--- src/rtl/draw_sequencer_pkg.sv ---
// Shared types for the draw sequencer: mode/step state encodings, the
// watchdog default and small helpers that map a step state to its bit index.
package draw_seq_pkg;

  localparam int WDOG_CYCLES_DEFAULT = 20000;
  localparam int NUM_STEPS           = 8;

  typedef enum logic [1:0] {
    MODE_START = 2'd0,
    MODE_PLAY  = 2'd1,
    MODE_OVER  = 2'd2
  } mode_t;

  // Draw steps are contiguous so that (step - STEP_SCREEN) is the handshake index.
  typedef enum logic [3:0] {
    STEP_IDLE,
    STEP_LAUNCH,
    STEP_SCREEN,
    STEP_LEVEL,
    STEP_PADDLE,
    STEP_BALL,
    STEP_SCORE,
    STEP_LIFE,
    STEP_BALLCHECK,
    STEP_SCOREUPD
  } step_t;

  typedef enum logic {
    PHASE_RST,
    PHASE_EN
  } phase_t;

  function automatic logic is_draw_step(step_t s);
    return s >= STEP_SCREEN;
  endfunction

  function automatic logic [2:0] step_index(step_t s);
    return 3'(s - STEP_SCREEN);
  endfunction

endpackage

--- src/rtl/draw_sequencer_if.sv ---
// Per-step handshake bundle between the sequencer (master) and the draw engines (slave).
interface draw_sequencer_if;

  logic screenDrawEnable, levelDrawEnable, paddleDrawEnable, ballDrawEnable;
  logic scoreDrawEnable, lifeDrawEnable, ballcheckEnable, scoreEnable;
  logic screenDrawReset, levelDrawReset, paddleDrawReset, ballDrawReset;
  logic scoreDrawReset, lifeDrawReset, ballcheckReset;
  logic screenDrawEnd, levelDrawEnd, paddleDrawEnd, ballDrawEnd;
  logic scoreDrawEnd, lifeDrawEnd, ballcheckEnd, scoreEnd;

  modport master (
    output screenDrawEnable, levelDrawEnable, paddleDrawEnable, ballDrawEnable,
           scoreDrawEnable, lifeDrawEnable, ballcheckEnable, scoreEnable,
           screenDrawReset, levelDrawReset, paddleDrawReset, ballDrawReset,
           scoreDrawReset, lifeDrawReset, ballcheckReset,
    input  screenDrawEnd, levelDrawEnd, paddleDrawEnd, ballDrawEnd,
           scoreDrawEnd, lifeDrawEnd, ballcheckEnd, scoreEnd
  );

  modport slave (
    input  screenDrawEnable, levelDrawEnable, paddleDrawEnable, ballDrawEnable,
           scoreDrawEnable, lifeDrawEnable, ballcheckEnable, scoreEnable,
           screenDrawReset, levelDrawReset, paddleDrawReset, ballDrawReset,
           scoreDrawReset, lifeDrawReset, ballcheckReset,
    output screenDrawEnd, levelDrawEnd, paddleDrawEnd, ballDrawEnd,
           scoreDrawEnd, lifeDrawEnd, ballcheckEnd, scoreEnd
  );

endinterface

--- src/rtl/draw_sequencer_watchdog.sv ---
// step_watchdog: counts consecutive enable cycles of one step and flags expiry
// on the WDOG_CYCLES-th cycle; timeout pulses the cycle after a forced finish.
module step_watchdog
  import draw_seq_pkg::*;
#(
  parameter int WDOG_CYCLES = WDOG_CYCLES_DEFAULT
) (
  input  logic clk,
  input  logic reset,
  input  logic run,
  input  logic done,
  output logic expire,
  output logic timeout
);

  localparam int CW = $clog2(WDOG_CYCLES + 1);
  localparam logic [CW-1:0] LAST = CW'(WDOG_CYCLES - 1);

  logic [CW-1:0] count;

  assign expire = run && (count == LAST);

  always_ff @(posedge clk) begin
    if (!reset) begin
      count   <= '0;
      timeout <= 1'b0;
    end else begin
      // An End arriving on the expiry cycle counts as a normal finish.
      timeout <= expire && !done;
      if (!run || expire) begin
        count <= '0;
      end else begin
        count <= count + 1'b1;
      end
    end
  end

endmodule

--- src/rtl/draw_sequencer.sv ---
// draw_sequencer: frame-level mode FSM plus per-frame draw step sequencer.
// Define DRAW_SEQ_WATCHDOG_EN to let a stuck step be forced done after WDOG_CYCLES.
module draw_sequencer
  import draw_seq_pkg::*;
#(
  parameter int WDOG_CYCLES = WDOG_CYCLES_DEFAULT
) (
  input  logic clk,
  input  logic reset,
  input  logic frameTick,
  input  logic startKey,
  input  logic gameRun_internal,
  draw_sequencer_if.master steps,
  output logic drawGameStart,
  output logic drawGameOver,
  output logic frameOverrun,
  output logic stepTimeout
);

  mode_t      mode_q, mode_nxt;
  step_t      step_q, step_nxt;
  phase_t     phase_q, phase_nxt;
  logic [7:0] end_vec, en_q, en_nxt;
  logic [6:0] rst_q, rst_nxt;
  logic [2:0] cur_idx, nxt_idx;
  logic       in_en, cur_end, step_done;
  logic       wd_run, wd_expire, wd_timeout;

  assign end_vec = {steps.scoreEnd, steps.ballcheckEnd, steps.lifeDrawEnd, steps.scoreDrawEnd,
                    steps.ballDrawEnd, steps.paddleDrawEnd, steps.levelDrawEnd, steps.screenDrawEnd};

  assign cur_idx   = step_index(step_q);
  assign in_en     = is_draw_step(step_q) && (phase_q == PHASE_EN);
  assign cur_end   = in_en && end_vec[cur_idx];
  assign step_done = in_en && (end_vec[cur_idx] || wd_expire);

`ifdef DRAW_SEQ_WATCHDOG_EN
  assign wd_run = in_en;
`else
  // Counter never runs, so expire and timeout stay constant zero.
  assign wd_run = 1'b0;
`endif

  step_watchdog #(
    .WDOG_CYCLES(WDOG_CYCLES)
  ) u_watchdog (
    .clk    (clk),
    .reset  (reset),
    .run    (wd_run),
    .done   (cur_end),
    .expire (wd_expire),
    .timeout(wd_timeout)
  );

  assign stepTimeout = wd_timeout;

  always_comb begin
    mode_nxt  = mode_q;
    step_nxt  = step_q;
    phase_nxt = phase_q;
    en_nxt    = '0;
    rst_nxt   = '0;
    nxt_idx   = 3'd0;
    case (step_q)
      STEP_IDLE: begin
        // Mode only changes between frames.
        case (mode_q)
          MODE_START: if (startKey)          mode_nxt = MODE_PLAY;
          MODE_PLAY:  if (!gameRun_internal) mode_nxt = MODE_OVER;
          MODE_OVER:  if (startKey)          mode_nxt = MODE_START;
          default:                           mode_nxt = MODE_START;
        endcase
        if (frameTick) step_nxt = STEP_LAUNCH;
      end
      STEP_LAUNCH: begin
        step_nxt  = STEP_SCREEN;
        phase_nxt = PHASE_RST;
      end
      default: begin
        if (phase_q == PHASE_RST) begin
          phase_nxt = PHASE_EN;
        end else if (step_done) begin
          if (mode_q != MODE_PLAY || step_q == STEP_SCOREUPD) begin
            step_nxt = STEP_IDLE;
          end else begin
            step_nxt  = step_t'(step_q + 4'd1);
            // SCOREUPD has no reset strobe and goes straight to its enable.
            phase_nxt = (step_nxt == STEP_SCOREUPD) ? PHASE_EN : PHASE_RST;
          end
        end
      end
    endcase
    if (is_draw_step(step_nxt)) begin
      nxt_idx = step_index(step_nxt);
      if (phase_nxt == PHASE_EN) begin
        en_nxt[nxt_idx] = 1'b1;
      end else if (nxt_idx != 3'd7) begin
        rst_nxt[nxt_idx] = 1'b1;
      end
    end
  end

  always_ff @(posedge clk) begin
    if (!reset) begin
      mode_q        <= MODE_START;
      step_q        <= STEP_IDLE;
      phase_q       <= PHASE_RST;
      en_q          <= '0;
      rst_q         <= '0;
      drawGameStart <= 1'b1;
      drawGameOver  <= 1'b0;
      frameOverrun  <= 1'b0;
    end else begin
      mode_q        <= mode_nxt;
      step_q        <= step_nxt;
      phase_q       <= phase_nxt;
      en_q          <= en_nxt;
      rst_q         <= rst_nxt;
      drawGameStart <= (mode_nxt == MODE_START);
      drawGameOver  <= (mode_nxt == MODE_OVER);
      frameOverrun  <= frameTick && (step_q != STEP_IDLE);
    end
  end

  assign steps.screenDrawEnable = en_q[0];
  assign steps.levelDrawEnable  = en_q[1];
  assign steps.paddleDrawEnable = en_q[2];
  assign steps.ballDrawEnable   = en_q[3];
  assign steps.scoreDrawEnable  = en_q[4];
  assign steps.lifeDrawEnable   = en_q[5];
  assign steps.ballcheckEnable  = en_q[6];
  assign steps.scoreEnable      = en_q[7];

  assign steps.screenDrawReset  = rst_q[0];
  assign steps.levelDrawReset   = rst_q[1];
  assign steps.paddleDrawReset  = rst_q[2];
  assign steps.ballDrawReset    = rst_q[3];
  assign steps.scoreDrawReset   = rst_q[4];
  assign steps.lifeDrawReset    = rst_q[5];
  assign steps.ballcheckReset   = rst_q[6];

endmodule

--- src/flat_wrapper.sv ---
// flat-port wrapper written by rule: the top's interface ports become plain ports
module draw_sequencer_flat import draw_seq_pkg::*;
#(
  parameter int WDOG_CYCLES = WDOG_CYCLES_DEFAULT
)
  (clk, reset, frameTick, startKey, gameRun_internal, drawGameStart, drawGameOver, frameOverrun, stepTimeout, steps_screenDrawEnable, steps_levelDrawEnable, steps_paddleDrawEnable, steps_ballDrawEnable, steps_scoreDrawEnable, steps_lifeDrawEnable, steps_ballcheckEnable, steps_scoreEnable, steps_screenDrawReset, steps_levelDrawReset, steps_paddleDrawReset, steps_ballDrawReset, steps_scoreDrawReset, steps_lifeDrawReset, steps_ballcheckReset, steps_screenDrawEnd, steps_levelDrawEnd, steps_paddleDrawEnd, steps_ballDrawEnd, steps_scoreDrawEnd, steps_lifeDrawEnd, steps_ballcheckEnd, steps_scoreEnd);
  draw_sequencer_if steps_i ();
  input  logic clk;
  input  logic reset;
  input  logic frameTick;
  input  logic startKey;
  input  logic gameRun_internal;
  output logic drawGameStart;
  output logic drawGameOver;
  output logic frameOverrun;
  output logic stepTimeout;
  output wire logic [$bits(steps_i.screenDrawEnable)-1:0] steps_screenDrawEnable;
  output wire logic [$bits(steps_i.levelDrawEnable)-1:0] steps_levelDrawEnable;
  output wire logic [$bits(steps_i.paddleDrawEnable)-1:0] steps_paddleDrawEnable;
  output wire logic [$bits(steps_i.ballDrawEnable)-1:0] steps_ballDrawEnable;
  output wire logic [$bits(steps_i.scoreDrawEnable)-1:0] steps_scoreDrawEnable;
  output wire logic [$bits(steps_i.lifeDrawEnable)-1:0] steps_lifeDrawEnable;
  output wire logic [$bits(steps_i.ballcheckEnable)-1:0] steps_ballcheckEnable;
  output wire logic [$bits(steps_i.scoreEnable)-1:0] steps_scoreEnable;
  output wire logic [$bits(steps_i.screenDrawReset)-1:0] steps_screenDrawReset;
  output wire logic [$bits(steps_i.levelDrawReset)-1:0] steps_levelDrawReset;
  output wire logic [$bits(steps_i.paddleDrawReset)-1:0] steps_paddleDrawReset;
  output wire logic [$bits(steps_i.ballDrawReset)-1:0] steps_ballDrawReset;
  output wire logic [$bits(steps_i.scoreDrawReset)-1:0] steps_scoreDrawReset;
  output wire logic [$bits(steps_i.lifeDrawReset)-1:0] steps_lifeDrawReset;
  output wire logic [$bits(steps_i.ballcheckReset)-1:0] steps_ballcheckReset;
  input wire logic [$bits(steps_i.screenDrawEnd)-1:0] steps_screenDrawEnd;
  input wire logic [$bits(steps_i.levelDrawEnd)-1:0] steps_levelDrawEnd;
  input wire logic [$bits(steps_i.paddleDrawEnd)-1:0] steps_paddleDrawEnd;
  input wire logic [$bits(steps_i.ballDrawEnd)-1:0] steps_ballDrawEnd;
  input wire logic [$bits(steps_i.scoreDrawEnd)-1:0] steps_scoreDrawEnd;
  input wire logic [$bits(steps_i.lifeDrawEnd)-1:0] steps_lifeDrawEnd;
  input wire logic [$bits(steps_i.ballcheckEnd)-1:0] steps_ballcheckEnd;
  input wire logic [$bits(steps_i.scoreEnd)-1:0] steps_scoreEnd;
  assign steps_screenDrawEnable = steps_i.screenDrawEnable;
  assign steps_levelDrawEnable = steps_i.levelDrawEnable;
  assign steps_paddleDrawEnable = steps_i.paddleDrawEnable;
  assign steps_ballDrawEnable = steps_i.ballDrawEnable;
  assign steps_scoreDrawEnable = steps_i.scoreDrawEnable;
  assign steps_lifeDrawEnable = steps_i.lifeDrawEnable;
  assign steps_ballcheckEnable = steps_i.ballcheckEnable;
  assign steps_scoreEnable = steps_i.scoreEnable;
  assign steps_screenDrawReset = steps_i.screenDrawReset;
  assign steps_levelDrawReset = steps_i.levelDrawReset;
  assign steps_paddleDrawReset = steps_i.paddleDrawReset;
  assign steps_ballDrawReset = steps_i.ballDrawReset;
  assign steps_scoreDrawReset = steps_i.scoreDrawReset;
  assign steps_lifeDrawReset = steps_i.lifeDrawReset;
  assign steps_ballcheckReset = steps_i.ballcheckReset;
  assign steps_i.screenDrawEnd = steps_screenDrawEnd;
  assign steps_i.levelDrawEnd = steps_levelDrawEnd;
  assign steps_i.paddleDrawEnd = steps_paddleDrawEnd;
  assign steps_i.ballDrawEnd = steps_ballDrawEnd;
  assign steps_i.scoreDrawEnd = steps_scoreDrawEnd;
  assign steps_i.lifeDrawEnd = steps_lifeDrawEnd;
  assign steps_i.ballcheckEnd = steps_ballcheckEnd;
  assign steps_i.scoreEnd = steps_scoreEnd;
  draw_sequencer #(.WDOG_CYCLES(WDOG_CYCLES)) u_core (.clk(clk), .reset(reset), .frameTick(frameTick), .startKey(startKey), .gameRun_internal(gameRun_internal), .steps(steps_i), .drawGameStart(drawGameStart), .drawGameOver(drawGameOver), .frameOverrun(frameOverrun), .stepTimeout(stepTimeout));
endmodule
--- config.mk ---
export PLATFORM = sky130hd
export DESIGN_NAME = draw_sequencer_flat
export DESIGN_NICKNAME = d
export VERILOG_FILES = /design/src/rtl/draw_sequencer_pkg.sv /design/src/rtl/draw_sequencer_if.sv /design/src/rtl/draw_sequencer_watchdog.sv /design/src/rtl/draw_sequencer.sv /design/src/flat_wrapper.sv
export SDC_FILE = /design/constraint.sdc
export NUM_CORES = 1
export LEC_CHECK = 0
export ABC_AREA = 0
export ABC_CLOCK_PERIOD_IN_PS = 3000
export CORE_ASPECT_RATIO = 0.7
export CORE_MARGIN = 3
export CORE_UTILIZATION = 30
export DETAILED_ROUTE_END_ITERATION = 12
export PLACE_DENSITY_LB_ADDON = 0.15
export SETUP_SLACK_MARGIN = 0.05
export SYNTH_ARGS = -nofsm -noshare
export SYNTH_HDL_FRONTEND = slang
export SYNTH_SLANG_ARGS = --single-unit
--- constraint.sdc ---
create_clock -name clk -period 3 [get_ports clk]
set_input_delay 0.6 -clock clk [delete_from_list [all_inputs] [get_ports clk]]
set_output_delay 0.6 -clock clk [all_outputs]
set_load 0.01 [all_outputs]
==> results of run 1 <==
-- synth_stat cells, drive strengths merged (2+ instances only) --
master and count:
dfxtp 25, nor2 13, inv 10, nand2 10, ha 9, a21oi 7
and2 7, and3 7, nand3 7, a31oi 6, buf 6, o21ai 6
mux2i 4, nor3b 4, a211oi 2, a31o 2, a32oi 2, and3b 2
nand4 2
-- tightest hold or removal path: stages (launching register included) --
cell	delay, ns
dfxtp_1	0.34
nand3b_1	0.09
a21oi_1	0.07
-- power breakdown --
part	total (W)	leakage, nW	internal [W]	switching [W]
Sequential	0.000378	0.203	0.000356	0.0000222
Combinational	0.000356	0.503	0.000154	0.000202
Clock	0.000188	0.0228	0.0000946	0.0000933
Total	0.000922	0.728	0.000605	0.000318
-- cell usage in the layout (no fill, tap or decap), drive strengths merged, types with 4 or more instances in the layout --
cell / instances
and2: 7
clkdlybuf4s50: 30
nor2: 13
mux2i: 4
buf: 7
dfxtp: 25
a31oi: 6
nand2: 10
o21ai: 6
inv: 10
nor3b: 4
nand3: 7
and3: 7
a21oi: 7
ha: 9
clkbuf: 4
-- area by class of cell --
type	instances	area share [%]
multi-input cells	110	45.1
inverters	10	2.05
well taps	55	3.76
repair buffers	37	19.3
flip-flops and latches	25	27.4
clock buffers	4	2.46
-- flip-flops by register name, indices dropped and copies added, names as in the netlist --
| signal | flops |
|---|---|
| u_core.frameOverrun | 1 |
| u_core.phase_q | 1 |
| u_core.step_q | 4 |
| u_core.rst_q | 7 |
| u_core.mode_q | 2 |
| u_core.drawGameOver | 1 |
| u_core.en_q | 8 |
| u_core.drawGameStart | 1 |
-- routing by layer --
layer	vias to the layer above	routed length, um	part of all wire, %
li1	605	-	-
met3	4	197	5.7
met1	580	1700	50
met4	0	36	1.1
met2	31	1500	44
met5	-	0	0
-- cells by family after synthesis --
group                      after synthesis  synth area share, %
buffers and inverters                   16                 7.11
xor gates and xnor gates                 2                 1.23
muxes                                    4                 2.81
adders and majority gates                9                 7.90
and+or+nand+nor                         60                 24.5
DFF                                     25                 35.1
other                                    1                0.263
AOI/OAI and AO/OA                       34                 21.1
-- through the flow --
stage / instances / cell area [um^2] / utilization (%) / total power [W] / hold WS, ns
3_3_place_gp: 237 / 1780 / 40.0 / 0.000733 / 0.508
3_5_place_dp: 237 / 1780 / 40.0 / 0.000736 / 0.524
4_1_cts: 241 / 1830 / 41.0 / 0.000928 / 0.536
2_1_floorplan: 151 / 1430 / - / 0.000628 / 0.478
6_report: 241 / 1830 / 41.1 / 0.000922 / 0.539
5_1_grt: 241 / 1830 / 41.1 / 0.000983 / 0.550
-- worst paths after layout --
check | startpoint | endpoint | slack [ns] | cells after the start
setup / recovery | u_core.step_q[1]$_SDFF_PN0_ | u_core.rst_q[3]$_SDFF_PP0_ | 0.23 | 11
hold / removal | u_core.mode_q[1]$_SDFF_PN0_ | u_core.drawGameOver$_SDFF_PN0_ | 0.54 | 2
setup reg to reg | u_core.step_q[1]$_SDFF_PN0_ | u_core.rst_q[3]$_SDFF_PP0_ | 0.23 | 11
hold reg to reg | u_core.mode_q[1]$_SDFF_PN0_ | u_core.drawGameOver$_SDFF_PN0_ | 0.54 | 2
==> out/metrics.cfg, run 1 <==
[timing]
tns_ns=0
drv_slew=0
finalSetupViolCount=0
tightest_slew_ns=0.519
slew_headroom_pct=64.9
timing.final.hold_violations=0
fin_crit_sh_pct=92.4
rsz0062_at_grt=no
timing.fmax_mhz=361
finClkSkew_ns=0.00257
setup_slack_ns=0.229
layout_min_cycle_time_ns=2.77

[setup_path]
critPathRequiredTime_ns=3.21
crit_path_max_incr_delay_ns=0.41
worstSetupEndpointType=flop
arrival_ns=2.98
critPathLaunchType=flop
path_delay_family=simple AND/OR/NAND/NOR gates
path_max_fanout=5
crit_path_cell_trace=ha_2 -> and2b_1 -> a32oi_2 -> and3_1 -> nand4_1 -> a21oi_1 -> inv_1 -> ha_1 -> nand4_1 -> a31oi_1 -> and3_1
critPathBufInv=1
path_class=reg2reg
crit_slowest_cell=ha_2

[finish]
ff_latch_area_um2=502
nFillCells=446
multi_input_area_um2=826
area_delta_synth_final_pct=28.5
nets=209
n_antenna_cell=0
drive_gt1_share_pct=15.6

[clocking]
clkTransAtPathRegs_ns=0.08
clkLatencyLatePin_ns=0.26
numCtsBuffers=3
cts_tree=yes
cts_hold_buffers=0
cts_sinks=25
clk_root_buffer_cell=clkbuf_8
cts_buffer_depth=2
postCtsSetupBuffers=0
cts_resized=0
htreeDepth=1

[synthesis]
synth_cell_types=49
yosysSeqAreaShare_pct=35.1
synth-edff-count=0
async_reset_ff_share_pct=0
synth_top_area_share_pct=35.1
yosysTopAreaCell=dfxtp_1
synth_nets=173
synth_area_um2=1430
avgSynthCellArea_um2=9.44
netlist_top_cells_area=dfxtp_1 35%, ha_1 7.9%, buf_6 4.0%, nor2_1 3.4%, mux2i_1 2.8%
syn_inst=151
ys_ff_latch=25
yosysWarnings=0
synth_ff_type=dfxtp_1

[global_routing]
grt_pass1_vias=1144
met3_usage_pct=3.14
grt_use_total_pct=13.0
grt_busiest_layer=met1
use_met1_pct=20.4
grtUsageMet2_pct=17.5
grt_pass1_wl_um=5780
grt_overflow_total=0
antenna_found_initial=0
grt_max_degree=14

[floorplan]
ioPinCount=32
coreArea_um2=4450
start_util_pct=32.0
die_w_um=88.4
rows=20
die-area_um2=5630
die_y_um=63.7

[place]
post-dp-hpwl_um=2730
portBuffers=30
globalplace.congestion=0.849
post-place-ws_ns=0.0571

[routing]
wl_per_cell_um=14.2
dr_total_vias=1220
finalWirelength_um=3430
drt_pass1_iterations=4
final_antenna_net_count=0
vias_per_cell=5.06
drtIter0Drc=88
drc=0

[hold_path]
hold_path.class=reg2reg

[outcome]
outcome=finished, final reports clean

[power_and_ir_drop]
power_density_nw_per_um2=503
ir_drop_uv=159
leakage_nw=0.728

[flow_run]
drv_cap=0

Power figures use the tool's default switching activity.
==> run 2, diff against run 1 <==
--- a/config.mk
+++ b/config.mk
@@ -10,6 +10,7 @@
 export CORE_ASPECT_RATIO = 0.7
 export CORE_MARGIN = 3
 export CORE_UTILIZATION = 30
+export CTS_BUF_LIST = sky130_fd_sc_hd__clkbuf_16
 export DETAILED_ROUTE_END_ITERATION = 12
 export PLACE_DENSITY_LB_ADDON = 0.15
 export SETUP_SLACK_MARGIN = 0.05
==> run 2 against run 1 <==
Flip-flop and latch count stayed put. Register-to-register slack about the same. Utilization grew 0.90 points. Fmax rose by 0.38%. Via count shrank 0.16%. Clock skew up 0.00051 ns. Sequential power hardly changed. Critical path type unchanged. Largest cell class unchanged. Largest power group unchanged.
==> out/metrics.cfg, run 2 (synthesized netlist as in run 1, its figures left out) <==
[setup_path]
critPathLaunchType=flop
crit_path_start=u_core.step_q[1]$_SDFF_PN0_
path_delay_family=simple AND/OR/NAND/NOR gates
path_class=reg2reg
critPathRequiredTime_ns=3.20
arrival_ns=2.96
crit_path_cell_trace=ha_2 -> and2b_1 -> a32oi_2 -> and3_1 -> nand4_1 -> a21oi_1 -> inv_1 -> ha_1 -> nand4_1 -> a31oi_2 -> and3_1
timing.rr.start=u_core.step_q[1]$_SDFF_PN0_
critPathBufInv=1
crit_slowest_cell=ha_2
ff2ff_path_depth=11
r2r_slack_ns=0.24
crit_path_max_incr_delay_ns=0.41
worstSetupEndpointType=flop
reg2reg_to=u_core.rst_q[5]$_SDFF_PP0_
path_max_fanout=5

[routing]
vias_per_cell=5.05
dr_total_vias=1218
finalWirelength_um=3430
drc=0
wl_per_cell_um=14.2
final_antenna_net_count=0
drtIter0Drc=103
drt_pass1_iterations=4

[global_routing]
grt_pass1_vias=1149
grt_pass1_wl_um=5800
grt_max_degree=14
antenna_found_initial=0
grt_use_total_pct=13.2
grt_overflow_total=0

[finish]
nFillCells=440
fin_util_pct=42.0
nets=209
max_flop_register=u_core.en_q
area_delta_synth_final_pct=31.3
fin_cells=241
layout_common_cells=30 x clkdlybuf4s50_1, 24 x dfxtp_1, 13 x nor2_1
n_antenna_cell=0
drive_gt1_share_pct=16.1
largestRegisters=u_core.en_q (8), u_core.rst_q (7), u_core.step_q (4)
mostFrequentLayoutCell=clkdlybuf4s50_1
largest_reg_flops=8

[flow_run]
drv_cap=0

[place]
placed_cells=237
portBuffers=30
post-dp-hpwl_um=2730
globalplace.congestion=0.849

[timing]
fin_crit_sh_pct=92.0
finalSetupViolCount=0
slew_headroom_pct=64.9
tns_ns=0
rsz0062_at_grt=no
timing.fmax_mhz=362
drv_slew=0
finClkSkew_ns=0.00308
layout_min_cycle_time_ns=2.76
tightest_slew_ns=0.518
timing.final.hold_violations=0

[power_and_ir_drop]
total_power_w=0.00102
switching_share_pct=32.3
p_int_w=0.000689
power_frac_comb_pct=35.2
leakage_nw=0.748
pwr-share-seq_pct=37.2
p_sw_w=0.000328
power_density_nw_per_um2=543
ir_drop_uv=173
p_clk_share_pct=27.7

[clocking]
cts_buffer_depth=2
clkTransAtPathRegs_ns=0.06
clkLatencyLatePin_ns=0.25
cts_sinks=25
clk_root_buffer_cell=clkbuf_16
numCtsBuffers=3
cts_tree=yes
htreeDepth=1

[floorplan]
die_y_um=63.7
coreArea_um2=4450
die_w_um=88.4
rows=20
die-area_um2=5630
start_util_pct=32.0
ioPinCount=32

[outcome]
outcome=finished, final reports clean

[hold_path]
min_to=u_core.drawGameOver$_SDFF_PN0_
hold_path.class=reg2reg
hold_depth=2
hold_start=u_core.mode_q[1]$_SDFF_PN0_

run 2: area by class of cell:
cell class / count / area [um^2] / share of cell area (%)
inverter: 10 / 37.5 / 2.01
clock inverter: 1 / 3.75 / 0.201
timing repair buffer: 37 / 353 / 18.9
tap: 55 / 68.8 / 3.68
sequential: 25 / 502 / 26.8
multi-input combinational: 110 / 832 / 44.5
clock buffer: 3 / 75.1 / 4.01
run 2: repair_timing:
item	in CTS	in global routing
hold buffers	0	0
endpoints found under the setup margin	0	3
buffers inserted	0	0
gates resized for setup	0	3
run 2: worst max-delay path by stage:
stage                                            end  slack (ns)  cells after the start
after floorplan           u_core.rst_q[1]$_SDFF_PP0_        0.32                     12
after global placement    u_core.rst_q[5]$_SDFF_PP0_        0.12                     11
after detailed placement  u_core.rst_q[3]$_SDFF_PP0_        0.06                     11
after CTS                 u_core.rst_q[5]$_SDFF_PP0_        0.22                     11
after global routing      u_core.rst_q[5]$_SDFF_PP0_        0.06                     11
final                     u_core.rst_q[5]$_SDFF_PP0_        0.24                     11
run 2: worst min-delay path: cells and delay by family (launching register included):
| family | cells | cell delay, ns |
|---|---|---|
| AND/OR/NAND/NOR | 1 | 0.09 |
| flip-flops | 1 | 0.33 |
| AO/OA/AOI/OAI | 1 | 0.07 |
run 2: power groups by stage:
| stage | Combinational [W] | Sequential [W] | Clock (W) |
|---|---|---|---|
| finish | 0.000358 | 0.000378 | 0.000281 |
| global route | 0.000393 | 0.000382 | 0.000306 |
| CTS | 0.000353 | 0.000377 | 0.000291 |
| detailed placement | 0.000351 | 0.000385 | 0 |
| global placement | 0.000349 | 0.000384 | 0 |
| floorplan | 0.000245 | 0.000383 | 0 |
run 2: metal layers:
metal,track usage [%],vias to the layer above,part of all wire [%]
met4,3.77,0,1.1
li1,-,603,-
met3,3.14,4,6.5
met1,20.4,568,49
met2,17.6,43,43
met5,0,-,0
run 2: through the flow:
stage / area (um^2) / hold WS, ns / setup WS, ns
2_1_floorplan: 1430 / 0.478 / 0.323
3_3_place_gp: 1780 / 0.508 / 0.117
3_5_place_dp: 1780 / 0.524 / 0.0571
4_1_cts: 1860 / 0.533 / 0.215
5_1_grt: 1870 / 0.547 / 0.0551
6_report: 1870 / 0.537 / 0.240
==> run 3, diff against run 2 <==
--- a/config.mk
+++ b/config.mk
@@ -14,6 +14,7 @@
 export DETAILED_ROUTE_END_ITERATION = 12
 export PLACE_DENSITY_LB_ADDON = 0.15
 export SETUP_SLACK_MARGIN = 0.05
+export SLEW_MARGIN = 20
 export SYNTH_ARGS = -nofsm -noshare
 export SYNTH_HDL_FRONTEND = slang
 export SYNTH_SLANG_ARGS = --single-unit
==> results of run 3 <==
Same layout as run 2: the final DEF is identical, and so are final timing and power.
